### config.mk
export PLATFORM = sky130hd
export DESIGN_NAME = uart_mmio
export DESIGN_NICKNAME = d
export VERILOG_FILES = /design/src/rtl/uart_mmio.sv
export SDC_FILE = /design/constraint.sdc
export NUM_CORES = 1
export LEC_CHECK = 0
export CORE_MARGIN = 1.5
export CORE_UTILIZATION = 50
export CTS_BUF_LIST = sky130_fd_sc_hd__clkbuf_16
export DETAILED_ROUTE_END_ITERATION = 10
export HOLD_SLACK_MARGIN = 0.12
export PLACE_DENSITY = 0.74
export SYNTH_ARGS = -nofsm -noshare
export SYNTH_HDL_FRONTEND = slang
export SYNTH_SLANG_ARGS = --single-unit
### constraint.sdc
create_clock -name clk -period 5.65 [get_ports clk]
set_clock_uncertainty 0.2 [all_clocks]
set_input_delay 0.8475 -clock clk [delete_from_list [all_inputs] [get_ports clk]]
set_output_delay 0.8475 -clock clk [all_outputs]
set_load 0.005 [all_outputs]
### src/rtl/uart_mmio.sv
// uart_mmio: memory-mapped front end for the uart block.
// Buffers outgoing bytes in a TX FIFO feeding send_req, and incoming bytes
// from recv_rsp in an RX FIFO. Software sees STATUS/CTRL (0x0), TX_DATA (0x4)
// and RX_DATA (0x8). Overflow and drop events are held in sticky flags.
//
// Ports:
//   clk, rst                     single clock, synchronous active-high reset
//   req_valid/we/addr/wdata      MMIO access (byte offset, bits [1:0] ignored)
//   rsp_valid, rsp_rdata         registered read response, one cycle after a read
//   send_req_valid/ready/data    byte stream to uart (valid = TX FIFO not empty)
//   recv_rsp_valid/ready/data    byte stream from uart (ready = not in reset)
module uart_mmio #(
    parameter int unsigned DEPTH = 8
) (
    input  logic        clk,
    input  logic        rst,
    input  logic        req_valid,
    input  logic        req_we,
    input  logic [3:0]  req_addr,
    input  logic [31:0] req_wdata,
    output logic        rsp_valid,
    output logic [31:0] rsp_rdata,
    output logic        send_req_valid,
    input  logic        send_req_ready,
    output logic [7:0]  send_req_data,
    input  logic        recv_rsp_valid,
    output logic        recv_rsp_ready,
    input  logic [7:0]  recv_rsp_data
);

    localparam int unsigned   PW         = $clog2(DEPTH);
    localparam int unsigned   CW         = PW + 1;
    localparam logic [CW-1:0] FULL_COUNT = CW'(DEPTH);

    localparam logic [1:0] SEL_STATUS = 2'd0;
    localparam logic [1:0] SEL_TX     = 2'd1;
    localparam logic [1:0] SEL_RX     = 2'd2;

    // Request decode (word select only)
    logic [1:0] reg_sel;
    logic       wr_en;
    logic       rd_en;
    logic       status_wr;

    assign reg_sel   = req_addr[3:2];
    assign wr_en     = req_valid & req_we;
    assign rd_en     = req_valid & ~req_we;
    assign status_wr = wr_en && (reg_sel == SEL_STATUS);

    // Byte-offset low bits and upper write-data bits carry no meaning here
    logic unused_bits;
    assign unused_bits = &{1'b0, req_addr[1:0], req_wdata[31:10]};

    // ---------------- TX FIFO ----------------
    logic [7:0]    tx_mem [DEPTH];
    logic [PW-1:0] tx_rd_ptr;
    logic [PW-1:0] tx_wr_ptr;
    logic [CW-1:0] tx_count;
    logic          tx_full;
    logic          tx_empty;
    logic          tx_push;
    logic          tx_push_ok;
    logic          tx_pop;
    logic          tx_flush;

    assign tx_full    = (tx_count == FULL_COUNT);
    assign tx_empty   = (tx_count == '0);
    assign tx_push    = wr_en && (reg_sel == SEL_TX);
    assign tx_push_ok = tx_push & ~tx_full;
    assign tx_pop     = ~tx_empty & send_req_ready;
    assign tx_flush   = status_wr & req_wdata[8];

    assign send_req_valid = ~tx_empty;
    assign send_req_data  = tx_mem[tx_rd_ptr];

    // TX pointers and occupancy; flush overrides same-cycle push/pop
    always_ff @(posedge clk) begin
        if (rst || tx_flush) begin
            tx_rd_ptr <= '0;
            tx_wr_ptr <= '0;
            tx_count  <= '0;
        end else begin
            if (tx_push_ok) tx_wr_ptr <= tx_wr_ptr + PW'(1);
            if (tx_pop)     tx_rd_ptr <= tx_rd_ptr + PW'(1);
            tx_count <= tx_count + CW'(tx_push_ok) - CW'(tx_pop);
        end
    end

    // TX storage
    always_ff @(posedge clk) begin
        if (tx_push_ok) tx_mem[tx_wr_ptr] <= req_wdata[7:0];
    end

    // ---------------- RX FIFO ----------------
    logic [7:0]    rx_mem [DEPTH];
    logic [PW-1:0] rx_rd_ptr;
    logic [PW-1:0] rx_wr_ptr;
    logic [CW-1:0] rx_count;
    logic          rx_full;
    logic          rx_empty;
    logic          rx_push;
    logic          rx_push_ok;
    logic          rx_pop;
    logic          rx_flush;

    // The serial receiver cannot stall, so ready is only withheld in reset
    assign recv_rsp_ready = ~rst;

    assign rx_full    = (rx_count == FULL_COUNT);
    assign rx_empty   = (rx_count == '0);
    assign rx_push    = recv_rsp_valid & recv_rsp_ready;
    assign rx_push_ok = rx_push & ~rx_full;
    assign rx_pop     = rd_en && (reg_sel == SEL_RX) && ~rx_empty;
    assign rx_flush   = status_wr & req_wdata[9];

    // RX pointers and occupancy; flush overrides same-cycle push/pop
    always_ff @(posedge clk) begin
        if (rst || rx_flush) begin
            rx_rd_ptr <= '0;
            rx_wr_ptr <= '0;
            rx_count  <= '0;
        end else begin
            if (rx_push_ok) rx_wr_ptr <= rx_wr_ptr + PW'(1);
            if (rx_pop)     rx_rd_ptr <= rx_rd_ptr + PW'(1);
            rx_count <= rx_count + CW'(rx_push_ok) - CW'(rx_pop);
        end
    end

    // RX storage
    always_ff @(posedge clk) begin
        if (rx_push_ok) rx_mem[rx_wr_ptr] <= recv_rsp_data;
    end

    // ---------------- Sticky flags ----------------
    logic tx_drop;
    logic rx_ovf;

    // A new event in the same cycle as its W1C keeps the flag set
    always_ff @(posedge clk) begin
        if (rst) begin
            tx_drop <= 1'b0;
            rx_ovf  <= 1'b0;
        end else begin
            tx_drop <= (tx_push & tx_full) | (tx_drop & ~(status_wr & req_wdata[5]));
            rx_ovf  <= (rx_push & rx_full) | (rx_ovf  & ~(status_wr & req_wdata[4]));
        end
    end

    // ---------------- Read path ----------------
    logic [31:0] rdata_next;

    // Read data is taken from pre-update state
    always_comb begin
        rdata_next = '0;
        if (reg_sel == SEL_STATUS) begin
            rdata_next = {8'b0, 8'(rx_count), 8'(tx_count), 2'b0,
                          tx_drop, rx_ovf, rx_full, rx_empty, tx_empty, tx_full};
        end else if ((reg_sel == SEL_RX) && !rx_empty) begin
            rdata_next = {1'b1, 23'b0, rx_mem[rx_rd_ptr]};
        end
    end

    // Response register; data holds between reads
    always_ff @(posedge clk) begin
        if (rst) begin
            rsp_valid <= 1'b0;
            rsp_rdata <= '0;
        end else begin
            rsp_valid <= rd_en;
            if (rd_en) rsp_rdata <= rdata_next;
        end
    end

endmodule
==> flow_metrics.env, run 1 <==
export IMPL_finalPower_mw=3.19
export IMPL_fin_crit_ps=3850
export IMPL_layout_drive_gt1_share_pct=16.4
export IMPL_max_freq_mhz=259
export IMPL_nets=559
export IMPL_ys_ff_latch=174
export IMPL_maxSlewHeadroom_pct=27.8
export IMPL_synth_top_area_share_pct=55.0
export IMPL_hold_ws_ps=265
export IMPL_dp_hpwl_um=8600
export IMPL_layout_commonest_cell="edfxtp_1"
export IMPL_hold_violations=0
export IMPL_io_buffers=53
export IMPL_worstPathMaxFanout=16
export IMPL_reg2reg_to="rx_mem[2][0]"
export IMPL_antennaDiodeCount=0
export IMPL_seq_area_sq_um=4760
export IMPL_end_kind="output port"
export IMPL_holdPathEnd="rsp_rdata[31]"
export IMPL_grt_max_degree=19
export IMPL_cp_arrival_ps=2810
export IMPL_mostFrequentLayoutCells="128 x edfxtp_1, 53 x clkdlybuf4s50_1, 46 x nor2_1, 46 x dfxtp_1, 27 x mux4_2"
export IMPL_use_met1_pct=22.9
export IMPL_grt_pass1_wl_um=20300
export IMPL_synth_top_cell_by_area="edfxtp_1"
export IMPL_ctsHoldBuffers=0
export IMPL_irDropWorstVdd_v=0.000245
export IMPL_drv_cap=0
export IMPL_rrSetupSlack_ps=2770
export IMPL_htree_levels=4
export IMPL_die_area_sq_um=14700
export IMPL_cts_tree="built"
export IMPL_dieHeight_um=121
export IMPL_coreArea_sq_um=13800
export IMPL_netlist_area_sq_um=6990
export IMPL_min_path_cells=2
export IMPL_worstHoldStart="rsp_rdata[31]"
export IMPL_hold_path_class="reg -> reg"
export IMPL_met2_usage_pct=32.2
export IMPL_finalWirelength_um=12900
export IMPL_synth_seq_area_share_pct=68.1
export IMPL_worstPathRequired_ps=4600
export IMPL_cts_buffers_inserted=17
export IMPL_fp_dieW_um=121
export IMPL_synth_edf_count=128
export IMPL_use_met3_pct=5.08
export IMPL_area_growth_pct=18.6
export IMPL_finalInstanceArea_sq_um=8290
export IMPL_leakagePower_nw=2.79
export IMPL_power_density_nw_per_um2=385
export IMPL_globalplace_congestion=0.812
export IMPL_multi_input_area_sq_um=2020
export IMPL_fp_row_count=43
export IMPL_grt_usage_pct=19.0
export IMPL_setup_tns_ps=0
export IMPL_wire_per_inst_um=18.8
export IMPL_placed_cell_area_sq_um=7650
export IMPL_viasPerCell=5.39
export IMPL_clock_latency_ps=420
export IMPL_drt_pass1_iterations=4
export IMPL_ios=93
export IMPL_rr_worst_depth=6
export IMPL_path_class="reg -> out"
export IMPL_nFillCells=1037
export IMPL_cts_resized=0
export IMPL_antenna_found_initial=0
export IMPL_vias=3699
export IMPL_r2r_start="rx_count[2]"
export IMPL_ctsRootBufferMaster="clkbuf_16"
export IMPL_min_period_over_period_pct=68.2
export IMPL_synthFlopType="edfxtp_1"
export IMPL_drt_iter0_markers=323
export IMPL_rsz0062_at_grt="no"
export IMPL_top_usage_layer="met2"
export IMPL_maxSlewViolCount=0
export IMPL_setup_viol=0
export IMPL_start_util_pct=50.8
export IMPL_grt_pass1_vias=3767
export IMPL_synthCells=431
export IMPL_worst_pin_slew_ps=1080
export IMPL_status="finished clean"
export IMPL_start_kind="flip-flop"
export IMPL_clockBufferDepth=2
export IMPL_yosys_warnings=0
export IMPL_route_detailed_drc=0
export IMPL_antenna_left=0
export IMPL_clock_sinks=174
export IMPL_synthTopCellsByArea="edfxtp_1 55%, dfxtp_1 13%, mux4_2 8.7%"
export IMPL_cts_setup_buffers=0
export IMPL_clk_pin_slew_ps=60
export IMPL_async_reset_ff_share_pct=0
export IMPL_synthDistinctLibCells=44
export IMPL_grt_overflow=0
export IMPL_synth_avg_cell_area_sq_um=16.2
==> worst max path at each step <==
stage / depth (start not counted) / slack [ps] / to
2_1_floorplan: 9 / 2910 / rx_count[2]
3_3_place_gp: 4 / 2020 / rx_mem[5][7]
3_5_place_dp: 4 / 1930 / rx_mem[2][7]
4_1_cts: 3 / 1670 / send_req_data[3]
5_1_grt: 3 / 1530 / send_req_data[4]
6_report: 3 / 1800 / send_req_data[4]
==> cells by family (layout without fill, tap and decap cells) <==
kind of cell / after synthesis / count (layout) / share of synthesized area, %
other: 1 / 15 / 0.0536
XOR/XNOR: 11 / 11 / 1.38
flip-flops: 174 / 174 / 68.1
AND/OR/NAND/NOR: 108 / 108 / 7.77
multiplexers: 42 / 42 / 12.2
AO/OA/AOI/OAI: 35 / 35 / 3.67
buffers and inverters: 44 / 105 / 3.76
adder cells (fa/ha/maj): 16 / 16 / 3.08
==> cell usage after synthesis, types with 4 or more instances <==
master,number
mux2_2,8
dfxtp_1,46
nand2_1,21
nor3b_1,4
xor2_1,7
buf_4,16
clkbuf_1,8
nor2_1,46
buf_2,5
mux4_1,5
nand3_1,5
a22oi_1,14
nand2b_1,9
inv_1,11
ha_1,14
nor3_1,7
a221o_1,6
mux4_2,27
xnor2_1,4
edfxtp_1,128
a21oi_1,10
==> metal layers <==
| layer | share of wire (%) | vias to the layer above | routed length, um |
|---|---|---|---|
| met3 | 4.8 | 13 | 615 |
| met5 | 0 | - | 0 |
| li1 | - | 1733 | - |
| met2 | 52 | 95 | 6740 |
| met1 | 41 | 1858 | 5330 |
| met4 | 1.4 | 0 | 176 |
==> sequential cells by signal, indices dropped and copies added (netlist names), named ones only <==
name / flops
rx_count: 4
tx_rd_ptr: 3
rsp_rdata: 17
rx_mem: 64
tx_mem: 64
rx_wr_ptr: 3
tx_drop: 1
tx_wr_ptr: 3
rx_ovf: 1
rsp_valid: 1
rx_rd_ptr: 3
tx_count: 4
==> power breakdown <==
part	total [mW]	switching, mW	internal (mW)
clock	1.25	0.471	0.782
sequential	1.50	0.0781	1.42
combinational	0.439	0.180	0.260
==> cell type report <==
cell class / count / share of cell area [%]
clock buffers: 17 / 5.13
clock inverters: 15 / 2.63
inverters: 11 / 0.498
multi-input cells: 227 / 24.3
flip-flops and latches: 174 / 57.5
well taps: 180 / 2.72
repair buffers: 62 / 7.22
==> per-stage QoR <==
step	setup WS (ps)	utilization [%]	cells
3_3_place_gp	2020	55.5	654
5_1_grt	1530	60.2	686
6_report	1800	60.2	686
4_1_cts	1670	60.2	686
3_5_place_dp	1930	55.5	654
2_1_floorplan	2910	-	445
==> worst max-delay path, stage by stage, from the launching register on <==
cell             delay [ps]
dfxtp_1                1030
mux4_2                  610
mux2_2                  280
clkdlybuf4s50_1         460
No activity file was read; power rests on OpenSTA's default activity.
==> inputs of run 2 (changes only) <==
- clock period: 5.65 -> 3.6 ns (I/O delays scaled with it)
==> flow_metrics.env, run 2 (same netlist as run 1, synthesis figures left out) <==
export IMPL_setup_viol=0
export IMPL_nFillCells=1057
export IMPL_antenna_left=0
export IMPL_worstPathMaxFanout=16
export IMPL_globalplace_congestion=0.788
export IMPL_fin_crit_ps=3070
export IMPL_grt_usage_pct=20.0
export IMPL_grt_pass1_vias=3921
export IMPL_switching_share_pct=25.2
export IMPL_fin_util_pct=60.1
export IMPL_finalWirelength_um=13400
export IMPL_fp_row_count=43
export IMPL_top_regs="rx_mem x64, tx_mem x64, rsp_rdata x17"
export IMPL_hold_violations=0
export IMPL_irDropWorstVdd_v=0.000329
export IMPL_pre_cts_ws_ps=445
export IMPL_antennaDiodeCount=0
export IMPL_wire_per_inst_um=19.1
export IMPL_setup_tns_ps=0
export IMPL_hold_path_class="reg -> reg"
export IMPL_vias=3788
export IMPL_cts_buffers_inserted=17
export IMPL_clk_pin_slew_ps=70
export IMPL_finalInstanceArea_sq_um=8280
export IMPL_fp_dieW_um=121
export IMPL_status="finished clean"
export IMPL_ctsHoldBuffers=0
export IMPL_leakagePower_nw=2.82
export IMPL_rsz0062_at_grt="no"
export IMPL_worstPathRequired_ps=2860
export IMPL_ctsRootBufferMaster="clkbuf_16"
export IMPL_io_buffers=53
export IMPL_hold_ws_ps=276
export IMPL_drv_cap=0
export IMPL_power_density_nw_per_um2=573
export IMPL_p_int_mw=3.55
export IMPL_min_period_over_period_pct=85.2
export IMPL_start_kind="flip-flop"
export IMPL_fin_ws_ps=531
export IMPL_antenna_found_initial=0
export IMPL_clock_sinks=174
export IMPL_slowest_delay_ps=550
export IMPL_worst_pin_slew_ps=937
export IMPL_grt_max_degree=25
export IMPL_cp_arrival_ps=2330
export IMPL_cts_setup_buffers=0
export IMPL_clock_latency_ps=420
export IMPL_coreArea_sq_um=13800
export IMPL_layout_commonest_cell="edfxtp_1"
export IMPL_mostFrequentLayoutCells="128 x edfxtp_1, 53 x clkdlybuf4s50_1, 46 x nor2_1, 46 x dfxtp_1, 27 x mux4_2"
export IMPL_layout_drive_gt1_share_pct=18.0
export IMPL_ios=93
export IMPL_start_util_pct=50.8
export IMPL_area_growth_pct=18.4
export IMPL_maxSlewHeadroom_pct=37.5
export IMPL_viasPerCell=5.43
export IMPL_max_freq_mhz=326
export IMPL_route_detailed_drc=0
export IMPL_cts_tree="built"
export IMPL_end_kind="output port"
export IMPL_comb_power_share_pct=16.5
export IMPL_placed_cell_area_sq_um=7740
export IMPL_power_frac_clock_pct=35.1
export IMPL_die_area_sq_um=14700
export IMPL_path_class="reg -> out"
export IMPL_crit_path_top_delay_cell="mux4_2"
export IMPL_clockBufferDepth=2
export IMPL_drt_iter0_markers=261
export IMPL_grt_pass1_wl_um=21300
export IMPL_dieHeight_um=121
export IMPL_maxSlewViolCount=0
export IMPL_cp_cell_sequence="buf_4, mux4_2, mux2_2, clkdlybuf4s50_1"
export IMPL_htree_levels=4
export IMPL_drt_pass1_iterations=4
export IMPL_cts_resized=0
export IMPL_power_net_switching_mw=1.19
export IMPL_dp_hpwl_um=9020
export IMPL_grt_overflow=0
export IMPL_nets=571
export IMPL_p_seq_share_pct=48.4
run 2: cell types whose count changed in the layout (fill, tap and decap cells not counted), sizes merged:
cell,change
clkinv,+2
inv,+6
clkinvlp,-3
bufinv,-5
buf,+12
run 2: area by class of cell:
cell class | count | area (sq um) | share of cell area (%)
Tap cell | 180 | 225 | 2.72
Clock inverter | 15 | 114 | 1.38
Sequential cell | 174 | 4760 | 57.6
Clock buffer | 17 | 425 | 5.14
Timing Repair Buffer | 74 | 688 | 8.32
Multi-Input combinational cell | 227 | 2020 | 24.4
Inverter | 11 | 41.3 | 0.499
run 2: power by group through the flow:
stage / Clock (mW) / Sequential (mW) / Combinational, mW
finish: 1.67 / 2.29 / 0.780
global route: 1.77 / 2.31 / 0.872
CTS: 1.70 / 2.29 / 0.788
detailed placement: 0 / 2.34 / 0.784
global placement: 0 / 2.33 / 0.747
floorplan: 0 / 2.32 / 0.549
run 2: through the flow:
step | std cells | total power, mW
after floorplan | 445 | 2.86
after global placement | 666 | 3.08
after detailed placement | 666 | 3.12
after CTS | 698 | 4.78
after global routing | 698 | 4.95
final | 698 | 4.74
run 2: final timing paths:
check,startpoint,cells after the start,endpoint,slack [ps]
setup / recovery,flip-flop,4,send_req_data[3],530
hold / removal,rsp_rdata[31],2,rsp_rdata[31],280
setup reg to reg,rx_count[2],11,rx_count[3],820
hold reg to reg,rsp_rdata[31],2,rsp_rdata[31],280
run 2: metal layers:
layer / wire [um] / vias to the layer above / global-route usage (%)
li1: - / 1757 / -
met1: 5460 / 1917 / 23.5
met2: 7130 / 99 / 35.2
met3: 553 / 15 / 5.45
met4: 218 / 0 / 7.72
met5: 0 / - / 0
run 2: worst max-delay path, delay by kind of cell, from the launching register on:
kind | cells | cell delay, ps
muxes | 2 | 830
buffers and inverters | 2 | 750
DFF | 1 | 310
==> inputs of run 3 (changes only) <==
- CTS_BUF_LIST: sky130_fd_sc_hd__clkbuf_16 -> unset
- SKIP_LAST_GASP: unset -> 1
==> flow_metrics.env, run 3 (same netlist as run 1, synthesis figures left out) <==
export IMPL_start_util_pct=50.8
export IMPL_rsz0062_at_grt="no"
export IMPL_setup_tns_ps=0
export IMPL_htree_levels=4
export IMPL_clk_pin_slew_ps=70
export IMPL_layout_drive_gt1_share_pct=18.0
export IMPL_grt_pass1_wl_um=21300
export IMPL_status="finished clean"
export IMPL_area_growth_pct=18.4
export IMPL_fin_crit_ps=3070
export IMPL_cts_setup_buffers=0
export IMPL_finalWirelength_um=13400
export IMPL_cts_tree="built"
export IMPL_r2r_start="rx_count[2]"
export IMPL_maxSlewHeadroom_pct=37.4
export IMPL_grt_pass1_vias=3921
export IMPL_route_detailed_drc=0
export IMPL_fp_row_count=43
export IMPL_ctsHoldBuffers=0
export IMPL_grt_overflow=0
export IMPL_min_period_over_period_pct=85.2
export IMPL_drt_pass1_iterations=4
export IMPL_hold_path_class="reg -> reg"
export IMPL_worstPathMaxFanout=16
export IMPL_irDropWorstVdd_v=0.000329
export IMPL_fin_ws_ps=531
export IMPL_finalInstanceArea_sq_um=8280
export IMPL_hold_violations=0
export IMPL_grt_usage_pct=20.0
export IMPL_antenna_found_initial=0
export IMPL_clock_sinks=174
export IMPL_fp_dieW_um=121
export IMPL_clockBufferDepth=2
export IMPL_fin_util_pct=60.1
export IMPL_cp_arrival_ps=2330
export IMPL_antenna_left=0
export IMPL_viasPerCell=5.42
export IMPL_path_class="reg -> out"
export IMPL_worstPathRequired_ps=2860
export IMPL_globalplace_congestion=0.788
export IMPL_hold_ws_ps=276
export IMPL_dieHeight_um=121
export IMPL_pre_cts_ws_ps=445
export IMPL_wire_per_inst_um=19.1
export IMPL_antennaDiodeCount=0
export IMPL_drv_cap=0
export IMPL_clock_latency_ps=420
export IMPL_mostFrequentLayoutCells="128 x edfxtp_1, 53 x clkdlybuf4s50_1, 46 x nor2_1, 46 x dfxtp_1, 27 x mux4_2"
export IMPL_coreArea_sq_um=13800
export IMPL_end_kind="output port"
export IMPL_worst_pin_slew_ps=937
export IMPL_leakagePower_nw=2.81
export IMPL_drt_iter0_markers=261
export IMPL_vias=3784
export IMPL_dp_hpwl_um=9020
export IMPL_worstHoldStart="rsp_rdata[31]"
export IMPL_nets=571
export IMPL_io_buffers=53
export IMPL_setup_viol=0
export IMPL_ios=93
export IMPL_grt_max_degree=25
export IMPL_placed_cell_area_sq_um=7740
export IMPL_ctsRootBufferMaster="clkbuf_16"
export IMPL_cts_buffers_inserted=17
export IMPL_maxSlewViolCount=0
export IMPL_layout_commonest_cell="edfxtp_1"
export IMPL_top_regs="rx_mem x64, tx_mem x64, rsp_rdata x17"
export IMPL_cts_resized=0
export IMPL_max_freq_mhz=326
export IMPL_start_kind="flip-flop"
export IMPL_power_density_nw_per_um2=573
export IMPL_die_area_sq_um=14700
[run 3: cell types whose count changed in the layout (fill, tap and decap cells not counted)]
cell | before | now
inv_1 | 12 | 11
clkbuf_1 | 0 | 1
[run 3: final timing paths]
check	to	slack, ps	cells past startpoint
worst min register to register	rsp_rdata[31]	280	2
worst max register to register	rx_count[3]	820	11
worst min-delay path	rsp_rdata[31]	280	2
worst max-delay path	send_req_data[3]	530	4
[run 3: per-stage QoR]
stage               instances  total power [mW]
floorplan                 445              2.86
global route              698              4.95
detailed placement        666              3.12
global placement          666              3.08
CTS                       698              4.78
finish                    698              4.74
[run 3: critical path, stage by stage (launching register included)]
cell and delay (ps):
dfxtp_1 310, buf_4 310, mux4_2 550, mux2_2 280, clkdlybuf4s50_1 450
[run 3: cell type report]
| type | count | area [sq um] |
|---|---|---|
| fill | 1057 | 5500 |
| sequential | 174 | 4760 |
| multi-input combinational | 227 | 2020 |
| timing repair buffer | 74 | 688 |
| clock buffer | 18 | 429 |
| tap | 180 | 225 |
| clock inverter | 14 | 110 |
| inverter | 11 | 41.3 |
[run 3: report_power, final]
group | switching (mW) | internal (mW) | leakage (nW)
Sequential | 0.0637 | 2.23 | 1.53
Clock | 0.774 | 0.895 | 0.263
Combinational | 0.357 | 0.424 | 1.02
[run 3: layer usage]
| metal | GRT usage (%) | vias up | share of wire (%) |
|---|---|---|---|
| li1 | - | 1756 | - |
| met1 | 23.5 | 1913 | 41 |
| met2 | 35.2 | 100 | 53 |
| met3 | 5.45 | 15 | 4.2 |
| met4 | 7.72 | 0 | 1.6 |
| met5 | 0 | - | 0 |
